### src/rtl/vote_seq_n.sv
// vote_seq_n: registered bitwise majority voter over N_IN redundant channels.
// Each channel that keeps disagreeing with the voted word for ERR_THRESH
// consecutive valid samples is excluded from the vote until software clears it.
// Optional feature: define VOTE_STATS_EN to add the vote_err_cnt statistics port.
module vote_seq_n #(
  parameter int N_IN       = 5,
  parameter int WIDTH      = 3,
  parameter int ERR_THRESH = 4,
  parameter int CNT_W      = 3
) (
  input  logic                  clk,
  input  logic                  rst_n,
  input  logic                  in_valid,
  input  logic [N_IN*WIDTH-1:0] in_data,
  input  logic [N_IN-1:0]       ch_mask,
  input  logic [N_IN-1:0]       clr_fault,
  output logic                  out_valid,
  output logic [WIDTH-1:0]      out_data,
  output logic                  no_quorum,
  output logic [N_IN-1:0]       mismatch,
  output logic [N_IN-1:0]       fault
`ifdef VOTE_STATS_EN
  ,
  output logic [15:0]           vote_err_cnt
`endif
);

  // One spare bit so that 2*ones never overflows when compared against A.
  localparam int AW = $clog2(N_IN + 1) + 1;

  // Per-channel health: OK (cnt=0), SUSPECT (0<cnt<ERR_THRESH), FAILED (excluded).
  typedef enum logic [1:0] {
    ST_OK      = 2'd0,
    ST_SUSPECT = 2'd1,
    ST_FAILED  = 2'd2
  } ch_state_e;

  ch_state_e        r_state [N_IN];
  logic [CNT_W-1:0] r_cnt   [N_IN];
  logic [N_IN-1:0]  r_fault;
  logic             r_out_valid;
  logic [WIDTH-1:0] r_out_data;
  logic             r_no_quorum;
  logic [N_IN-1:0]  r_mismatch;

  logic [N_IN-1:0]  w_active;
  logic [AW-1:0]    w_active_cnt;
  logic [WIDTH-1:0] w_vote;
  logic [N_IN-1:0]  w_mismatch;
  logic             w_quorum;

  // Channels taking part in this sample's vote, and how many there are.
  always_comb begin
    // NOTE: every combinational output gets a default first so no path leaves it unassigned (no latch).
    w_active     = ~ch_mask & ~r_fault;
    w_active_cnt = '0;
    for (int i = 0; i < N_IN; i++) begin
      w_active_cnt = w_active_cnt + AW'(w_active[i]);
    end
    w_quorum = (w_active_cnt != '0);
  end

  // Per-bit majority over active channels; a tie keeps the previous voted bit.
  always_comb begin
    logic [AW-1:0] ones;
    logic [AW-1:0] twice;
    w_vote = r_out_data;
    ones   = '0;
    twice  = '0;
    for (int b = 0; b < WIDTH; b++) begin
      ones = '0;
      for (int i = 0; i < N_IN; i++) begin
        ones = ones + AW'(w_active[i] & in_data[i*WIDTH + b]);
      end
      twice = ones << 1;
      if (twice > w_active_cnt) begin
        w_vote[b] = 1'b1;
      end else if (twice < w_active_cnt) begin
        w_vote[b] = 1'b0;
      end
    end
  end

  // Active channels whose word differs from the new voted word.
  always_comb begin
    w_mismatch = '0;
    for (int i = 0; i < N_IN; i++) begin
      w_mismatch[i] = w_active[i] && (in_data[i*WIDTH +: WIDTH] != w_vote);
    end
  end

  // Output register: voted word, valid strobe, quorum flag and mismatch vector.
  always_ff @(posedge clk or negedge rst_n) begin
    if (!rst_n) begin
      r_out_valid <= 1'b0;
      r_out_data  <= '0;
      r_no_quorum <= 1'b0;
      r_mismatch  <= '0;
    end else begin
      // NOTE: state is updated with non-blocking assignments so every register samples pre-edge values.
      r_out_valid <= in_valid;
      if (in_valid) begin
        if (w_quorum) begin
          r_out_data  <= w_vote;
          r_no_quorum <= 1'b0;
          r_mismatch  <= w_mismatch;
        end else begin
          r_no_quorum <= 1'b1;
          r_mismatch  <= '0;
        end
      end
    end
  end

  // Per-channel health FSM: consecutive-mismatch counter and sticky fault flag.
  always_ff @(posedge clk or negedge rst_n) begin
    if (!rst_n) begin
      // NOTE: the small per-channel arrays are reset explicitly; they are control state, not data storage.
      for (int i = 0; i < N_IN; i++) begin
        r_state[i] <= ST_OK;
        r_cnt[i]   <= '0;
      end
      r_fault <= '0;
    end else begin
      for (int i = 0; i < N_IN; i++) begin
        if (clr_fault[i]) begin
          r_state[i] <= ST_OK;
          r_cnt[i]   <= '0;
          r_fault[i] <= 1'b0;
        end else if (in_valid && w_active[i]) begin
          case (r_state[i])
            ST_OK, ST_SUSPECT: begin
              if (w_mismatch[i]) begin
                r_cnt[i] <= r_cnt[i] + CNT_W'(1);
                if (r_cnt[i] == CNT_W'(ERR_THRESH - 1)) begin
                  r_state[i] <= ST_FAILED;
                  r_fault[i] <= 1'b1;
                end else begin
                  r_state[i] <= ST_SUSPECT;
                end
              end else begin
                r_state[i] <= ST_OK;
                r_cnt[i]   <= '0;
              end
            end
            default: begin
              r_state[i] <= r_state[i];
            end
          endcase
        end
      end
    end
  end

`ifdef VOTE_STATS_EN
  logic [15:0] r_vote_err_cnt;

  // Saturating count of quorate samples that had at least one disagreeing channel.
  always_ff @(posedge clk or negedge rst_n) begin
    if (!rst_n) begin
      r_vote_err_cnt <= '0;
    end else if (&clr_fault) begin
      r_vote_err_cnt <= '0;
    end else if (in_valid && w_quorum && (|w_mismatch) && (r_vote_err_cnt != 16'hFFFF)) begin
      r_vote_err_cnt <= r_vote_err_cnt + 16'd1;
    end
  end

  assign vote_err_cnt = r_vote_err_cnt;
`endif

  assign out_valid = r_out_valid;
  assign out_data  = r_out_data;
  assign no_quorum = r_no_quorum;
  assign mismatch  = r_mismatch;
  assign fault     = r_fault;

endmodule

### config.mk
export PLATFORM = sky130hd
export DESIGN_NAME = vote_seq_n
export DESIGN_NICKNAME = d
export VERILOG_FILES = /design/src/rtl/vote_seq_n.sv
export SDC_FILE = /design/constraint.sdc
export NUM_CORES = 1
export LEC_CHECK = 0
export CAP_MARGIN = 20
export CORE_ASPECT_RATIO = 1.25
export CORE_MARGIN = 3
export CORE_UTILIZATION = 50
export DETAILED_ROUTE_END_ITERATION = 16
export PLACE_DENSITY = 0.78
export SLEW_MARGIN = 20
export SYNTH_ARGS = -nofsm -noshare
export SYNTH_HDL_FRONTEND = slang
export SYNTH_SLANG_ARGS = --single-unit
### constraint.sdc
create_clock -name clk -period 3.6 [get_ports clk]
set_input_delay 0.72 -clock clk [delete_from_list [all_inputs] [get_ports clk]]
set_output_delay 0.72 -clock clk [all_outputs]
set_load 0.03 [all_outputs]
After elaboration in Yosys (flattened, before gate mapping)

Index checks and enable logic that the tools add are counted.

Multiplexer cells: 78
Equal/unequal tests: 15
Magnitude comparators: 6
Bitwise gates (word level): 18
Reductions and logical operators: 52
Add/sub/neg operators: 21

Operators with widths:

| kind                                                | count |
|---|---|
| two-way mux 3 bit                                   | 20 |
| two-way mux 2 bit                                   | 25 |
| nonzero test 2 bit                                  | 20 |
| two-way mux 1 bit                                   | 32 |
| AND reduction 4 bit                                 | 5 |
| adder 3 x 1 -> 3 bit                                | 6 |
| adder 3 x 1 -> 3 bit, second input constant         | 5 |
| AND 1 bit                                           | 15 |
| equality test 3 x 2 -> 1 bit, second input constant | 5 |
| != test 3 bit                                       | 5 |
| adder 2 x 1 -> 3 bit                                | 4 |
| > comparator 4 bit                                  | 3 |
| less-than comparator 4 bit                          | 3 |
| AND reduction 2 bit                                 | 6 |
| equality test 2 x 1 -> 1 bit, second input constant | 5 |
| logical AND 1 bit                                   | 10 |
| zero test 2 bit                                     | 5 |
| inverter 5 bit                                      | 2 |
| OR reduction 2 bit                                  | 5 |
| adder 1 x 1 -> 2 bit                                | 4 |
| AND 5 bit                                           | 1 |
| two-way mux 5 bit                                   | 1 |
| adder 3 x 1 -> 4 bit                                | 1 |
| adder 4 x 1 -> 4 bit                                | 1 |
| nonzero test 4 bit                                  | 1 |

Bits in registers: 40
Bits of input ports: 28

Logic depth before layout (Yosys ltp)

Depth in word-level cells: 16
Gate-level depth with buffers: 12
Gate-level depth less buffers: 12

Least setup slack after synthesis

No wires, ideal clock.

Path type: input to register
Start point: input ch_mask[0]
End point: register r_mismatch[0], in the netlist mismatch[0]
Path slack: -319 ps
Setup time: 140 ps
Stages: 11
Path buffers: 0
Data arrival time: 3,779 ps
Cells stage by stage: nor2_1 -> nand2_1 -> fa_1 -> inv_1 -> fa_1 -> inv_1 -> fa_1 -> nor4_2 -> nor3_1 -> nor4_2 -> o211ai_1

Longest elaborated chain between the ends: 13
Elaborated cells between the ends (all ways): 37

Ends and longest elaborated chain:

| item                              | RTL line | RTL |
|---|---|---|
| start, declared                   | 15       | `input logic [N_IN-1:0] ch_mask,` |
| inverter 5 bit *                  | 55       | `w_active = ~ch_mask & ~r_fault;` |
| AND 5 bit *                       | 55       |  |
| AND 1 bit                         | 73       | `ones = ones + AW'(w_active[i] & in_data[i*WIDTH + b]);` |
| adder 1 x 1 -> 2 bit              | 73       |  |
| adder 2 x 1 -> 3 bit              | 73       |  |
| adder 3 x 1 -> 3 bit (2 in a row) | 73       |  |
| less-than comparator 4 bit        | 78       | `end else if (twice < w_active_cnt) begin` |
| two-way mux 1 bit                 | 78       |  |
| two-way mux 1 bit                 | 76       | `if (twice > w_active_cnt) begin` |
| != test 3 bit                     | 88       | `w_mismatch[i] = w_active[i] && (in_data[i*WIDTH +: WIDTH] != w_vote);` |
| logical AND 1 bit                 | 88       |  |
| two-way mux 5 bit *               | 103      | `if (w_quorum) begin` |
| end signal, assigned              | 106      | `r_mismatch <= w_mismatch;` |
| end, declared                     | 44       | `logic [N_IN-1:0] r_mismatch;` |

Mark *: on every way between the ends. The rest lies on a longest branch, timed or not.
A chain may end at the register's enable or synchronous reset.

Worst setup path after layout

Start point: input ch_mask[3]
End point: register r_cnt[1] (netlist name)

Longest elaborated chain between the ends: 14
Elaborated cells between the ends (all ways): 31

Ends and longest elaborated chain:

| item                              | RTL line | RTL |
|---|---|---|
| inverter 5 bit *                  | 55       |  |
| AND 5 bit *                       | 55       |  |
| AND 1 bit                         | 73       |  |
| adder 3 x 1 -> 3 bit (2 in a row) | 73       |  |
| less-than comparator 4 bit        | 78       |  |
| two-way mux 1 bit                 | 78       |  |
| two-way mux 1 bit                 | 76       |  |
| != test 3 bit *                   | 88       |  |
| logical AND 1 bit *               | 88       |  |
| two-way mux 3 bit *               | 133      | `if (w_mismatch[i]) begin` |
| two-way mux 3 bit *               | 131      | `case (r_state[i])` |
| two-way mux 3 bit *               | 130      | `end else if (in_valid && w_active[i]) begin` |
| two-way mux 3 bit *               | 126      | `if (clr_fault[i]) begin` |
| end signal, assigned by index     | 134      | `r_cnt[i] <= r_cnt[i] + CNT_W'(1);` |
| end, declared                     | 39       | `logic [CNT_W-1:0] r_cnt [N_IN];` |

Mark *: on every way between the ends. The rest lies on a longest branch, timed or not. The select of a mux whose other input is x is not followed.

==> metrics.txt <==
# TYPE chip_impl_metric gauge
chip_impl_metric{name="detailedPlace.worstSlack",unit="ns"} -0.948
chip_impl_metric{name="grt_antenna_before_repair",unit=""} 0
chip_impl_metric{name="place.gp.congestion",unit=""} 0.873
chip_impl_metric{name="synthDominantCellAreaShare",unit=""} 0.309
chip_impl_metric{name="dieWidth",unit="um"} 73.3
chip_impl_info{name="synth_flop_cell",value="sky130_fd_sc_hd__dfrtp_1"} 1
chip_impl_metric{name="design_area",unit="mm^2"} 0.00462
chip_impl_metric{name="met3RoutedLength",unit="um"} 529
chip_impl_metric{name="layout_min_cycle_time",unit="ns"} 3.75
chip_impl_metric{name="num_rows",unit=""} 30
chip_impl_metric{name="count_of_flip_flops_with_a_built_in_enable_after_synthesis",unit=""} 0
chip_impl_metric{name="antenna_diodes",unit=""} 0
chip_impl_metric{name="m1WireLength",unit="um"} 3700
chip_impl_metric{name="drt.antenna.violating_nets",unit=""} 0
chip_impl_metric{name="max-cap-violations",unit=""} 0
chip_impl_metric{name="met2_wirelength",unit="um"} 5540
chip_impl_info{name="cts_tree",value="yes"} 1
chip_impl_metric{name="required_time_worst_endpoint",unit="ns"} 3.77
chip_impl_metric{name="finalSetupViolations",unit=""} 28
chip_impl_metric{name="cts.sink_count",unit=""} 35
chip_impl_metric{name="final.period_utilization",unit=""} 1.04
chip_impl_metric{name="area_delta_synth_final",unit="%"} 63.1
chip_impl_metric{name="grt_usage",unit=""} 0.302
chip_impl_metric{name="timing_worst_slew_pin_value",unit="ns"} 0.838
chip_impl_metric{name="die_area",unit="mm^2"} 0.00661
chip_impl_metric{name="synth-seq-area-share",unit=""} 0.309
chip_impl_metric{name="drc",unit=""} 0
chip_impl_metric{name="critical_path.max_fanout",unit=""} 6
chip_impl_metric{name="totalPowerFinal",unit="mW"} 2.36
chip_impl_info{name="synth_area_leader_cell",value="sky130_fd_sc_hd__dfrtp_1"} 1
chip_impl_metric{name="place_hpwl",unit="um"} 6390
chip_impl_metric{name="nNetsFinal",unit=""} 484
chip_impl_metric{name="route.final.wire_length",unit="um"} 10300
chip_impl_metric{name="fp.coreArea",unit="mm^2"} 0.00544
chip_impl_metric{name="skew",unit="ns"} 0.0134
chip_impl_info{name="cp-end-kind",value="flip-flop"} 1
chip_impl_info{name="failed_checks",value="setup timing"} 1
chip_impl_info{name="rsz0062_at_grt",value="yes"} 1
chip_impl_metric{name="dieHeight",unit="um"} 90.2
chip_impl_metric{name="p_comb_frac",unit=""} 0.659
chip_impl_metric{name="synthesis.nets",unit=""} 353
chip_impl_metric{name="clk_pin_slew",unit="ns"} 0.08
chip_impl_metric{name="top_level_ports",unit=""} 43
chip_impl_metric{name="async_flop_share",unit=""} 1.00
chip_impl_metric{name="grt_overflow_total",unit=""} 0
chip_impl_metric{name="cellLeakagePower",unit="nW"} 1.97
chip_impl_metric{name="p_clk_frac",unit=""} 0.124
chip_impl_metric{name="fraction_of_final_layout_cells_with_drive_strength_greater_than_1",unit=""} 0.451
chip_impl_info{name="synth_top_cells_by_area",value="sky130_fd_sc_hd__dfrtp_1 (31%), sky130_fd_sc_hd__ha_1 (7.9%), sky130_fd_sc_hd__fa_1 (7.8%)"} 1
chip_impl_metric{name="max_slew_margin",unit=""} 0.441
chip_impl_metric{name="synthDistinctLibCells",unit=""} 35
chip_impl_metric{name="drt_first_pass_iters",unit=""} 5
chip_impl_metric{name="dpl_cell_area",unit="mm^2"} 0.00399
chip_impl_metric{name="port_buffers",unit=""} 42
chip_impl_metric{name="power.ir.vdd_worst",unit="mV"} 0.343
chip_impl_metric{name="postSynthCellCount",unit=""} 296
chip_impl_metric{name="fin_ws",unit="ns"} -0.151
chip_impl_metric{name="final_core_util",unit=""} 0.849
chip_impl_metric{name="power_switching_share",unit=""} 0.445
chip_impl_info{name="synth_commonest_cells",value="sky130_fd_sc_hd__dfrtp_1 (35), sky130_fd_sc_hd__nor3_1 (35), sky130_fd_sc_hd__inv_1 (25), sky130_fd_sc_hd__ha_1 (18)"} 1
chip_impl_metric{name="power.density_cell_area",unit="mW/mm^2"} 510
chip_impl_metric{name="level_count_of_the_clock_h_tree",unit=""} 2
chip_impl_metric{name="route.detailed.vias_per_inst",unit=""} 6.45
chip_impl_info{name="critical_path.startpoint_type",value="primary input"} 1
chip_impl_metric{name="finalHoldViolCount",unit=""} 0
chip_impl_metric{name="worst_skew_late_latency",unit="ns"} 0.30
chip_impl_metric{name="postSynthAreaPerCell",unit="um^2"} 9.57
chip_impl_metric{name="global_route_wire_length_before_repair",unit="um"} 15700
chip_impl_metric{name="post_synthesis_sequential_element_count",unit=""} 35
chip_impl_metric{name="floorplan.initialDensity",unit=""} 0.521
chip_impl_metric{name="numCtsBuffers",unit=""} 5
chip_impl_metric{name="max_freq",unit="MHz"} 267
chip_impl_metric{name="avgRoutedWirePerCell",unit="um"} 21.0
chip_impl_info{name="run_status",value="finished, violations left"} 1
chip_impl_metric{name="internal_power",unit="mW"} 1.31
chip_impl_metric{name="synth.yosys.warnings",unit=""} 0
chip_impl_metric{name="cts_max_path_buffers",unit=""} 2
chip_impl_info{name="cts.root.buffer_cell",value="sky130_fd_sc_hd__clkbuf_8"} 1
chip_impl_info{name="setup.worst_path.class",value="in2reg"} 1
chip_impl_metric{name="syn_area",unit="mm^2"} 0.00283
chip_impl_metric{name="timing.final.max_slew_violations",unit=""} 0
chip_impl_info{name="timing.hold.worst.class",value="in2async"} 1
chip_impl_metric{name="vias",unit=""} 3172
chip_impl_metric{name="cts.hold.buffers_added",unit=""} 0
chip_impl_metric{name="grt_start_max_net_pins",unit=""} 36
chip_impl_metric{name="seqPwrFrac",unit=""} 0.217
chip_impl_info{name="top_layer",value="met4"} 1
chip_impl_metric{name="net-switching-power",unit="mW"} 1.05
chip_impl_metric{name="vias_in_the_first_global_route",unit=""} 3244
chip_impl_metric{name="drc_violation_total_after_the_first_tritonroute_iteration",unit=""} 146
chip_impl_metric{name="arrival",unit="ns"} 3.92
==> flip-flops by register name (all words and copies together), names as in the netlist <==
name	flops
out_data	3
r_state	5
mismatch	5
fault	5
no_quorum	1
r_cnt	15
out_valid	1
==> critical path, stage by stage <==
cell and delay, ns:
sky130_fd_sc_hd__buf_6 0.09, sky130_fd_sc_hd__nor2_4 0.21, sky130_fd_sc_hd__buf_6 0.13, sky130_fd_sc_hd__and2_4 0.14, sky130_fd_sc_hd__fa_1 0.44, sky130_fd_sc_hd__fa_2 0.39, sky130_fd_sc_hd__inv_2 0.07, sky130_fd_sc_hd__fa_2 0.46
sky130_fd_sc_hd__buf_4 0.17, sky130_fd_sc_hd__nor4_4 0.20, sky130_fd_sc_hd__buf_6 0.19, sky130_fd_sc_hd__buf_4 0.11, sky130_fd_sc_hd__nor3_2 0.05, sky130_fd_sc_hd__nor4_2 0.27, sky130_fd_sc_hd__buf_4 0.19, sky130_fd_sc_hd__o211ai_1 0.09
==> worst paths after layout <==
check                                       from                      to  slack (ns)  cells past startpoint
max                                   ch_mask[3]    r_cnt[1]$_DFFE_PN0P_       -0.15                     16
min                                        rst_n  r_state[5]$_DFFE_PN0P_        0.51                      1
max reg2reg                 fault[3]$_DFFE_PN0P_    r_cnt[1]$_DFFE_PN0P_       -0.05                     15
min reg2reg                no_quorum$_DFFE_PN0P_   no_quorum$_DFFE_PN0P_        0.51                      2
max in group asynchronous                  rst_n    r_cnt[3]$_DFFE_PN0P_        2.54                      1
min in group clk           no_quorum$_DFFE_PN0P_   no_quorum$_DFFE_PN0P_        0.51                      2
==> timing repair <==
action                                  in CTS  in global routing
endpoints found under the hold margin        0                  0
buffers inserted                            13                 10
resized for setup                           85                 31
endpoints found under the setup margin      31                 30
pin swaps                                   38                 32
==> power groups by stage <==
stage          Combinational (mW)  Sequential (mW)  Clock [mW]
6_report                     1.56            0.511       0.293
5_1_grt                      1.64            0.515       0.309
4_1_cts                      1.36            0.505       0.294
3_5_place_dp                 1.18            0.512           0
3_3_place_gp                 1.14            0.511           0
2_1_floorplan               0.612            0.581           0
==> cell families after synthesis <==
| group | after synthesis | share of synthesized area |
|---|---|---|
| buf+inv | 26 | 0.0344 |
| compound gates | 94 | 0.247 |
| simple gates | 112 | 0.252 |
| flops | 35 | 0.309 |
| fa+ha+maj | 29 | 0.157 |
==> layer usage <==
| metal | up-vias | global-route usage |
|---|---|---|
| met4 | 0 | 0.116 |
| li1 | 1390 | - |
| met3 | 55 | 0.0459 |
| met1 | 1574 | 0.360 |
| met5 | - | 0 |
| met2 | 153 | 0.530 |
==> cell usage in the layout, fill, tap and decap left out, types with 4 or more instances in the layout <==
cell type	instances
sky130_fd_sc_hd__nor4_4	5
sky130_fd_sc_hd__clkbuf_8	5
sky130_fd_sc_hd__o21bai_1	5
sky130_fd_sc_hd__nand2_2	4
sky130_fd_sc_hd__o21ai_1	6
sky130_fd_sc_hd__nand2_1	12
sky130_fd_sc_hd__dfrtp_1	35
sky130_fd_sc_hd__buf_6	17
sky130_fd_sc_hd__dlygate4sd2_1	8
sky130_fd_sc_hd__fa_2	7
sky130_fd_sc_hd__a21oi_1	10
sky130_fd_sc_hd__nand3b_1	15
sky130_fd_sc_hd__nand3_1	5
sky130_fd_sc_hd__o41ai_2	10
sky130_fd_sc_hd__nor3_1	17
sky130_fd_sc_hd__inv_1	21
sky130_fd_sc_hd__buf_4	68
sky130_fd_sc_hd__o21ai_0	9
sky130_fd_sc_hd__fa_1	4
sky130_fd_sc_hd__clkdlybuf4s50_1	29
sky130_fd_sc_hd__o211ai_1	10
sky130_fd_sc_hd__nor3b_1	5
sky130_fd_sc_hd__nand2b_1	6
sky130_fd_sc_hd__and2_1	4
sky130_fd_sc_hd__nor2_4	4
sky130_fd_sc_hd__a21boi_4	12
sky130_fd_sc_hd__ha_1	13
sky130_fd_sc_hd__nor3_2	15
sky130_fd_sc_hd__ha_4	4
sky130_fd_sc_hd__o31ai_1	4
sky130_fd_sc_hd__o311ai_1	5
sky130_fd_sc_hd__a211oi_2	8
==> layout make-up <==
| class | count | area, um^2 |
|---|---|---|
| clock buffer | 7 | 76.3 |
| fill | 291 | 820 |
| tap | 64 | 80.1 |
| inverter | 25 | 98.8 |
| sequential | 35 | 876 |
| clock inverter | 1 | 5.00 |
| multi-input combinational | 235 | 2390 |
| timing repair buffer | 125 | 1100 |
==> per-stage QoR <==
step                      instances  setup TNS [ns]  hold WS (ns)
after global placement          464          -22.51         0.487
after CTS                       483          -0.508         0.516
final                           492           -2.30         0.506
after global routing            492           -5.10         0.540
after detailed placement        464          -26.06         0.494
after floorplan                 296        -0.00176         0.424
Power figures use the tool's default switching activity.
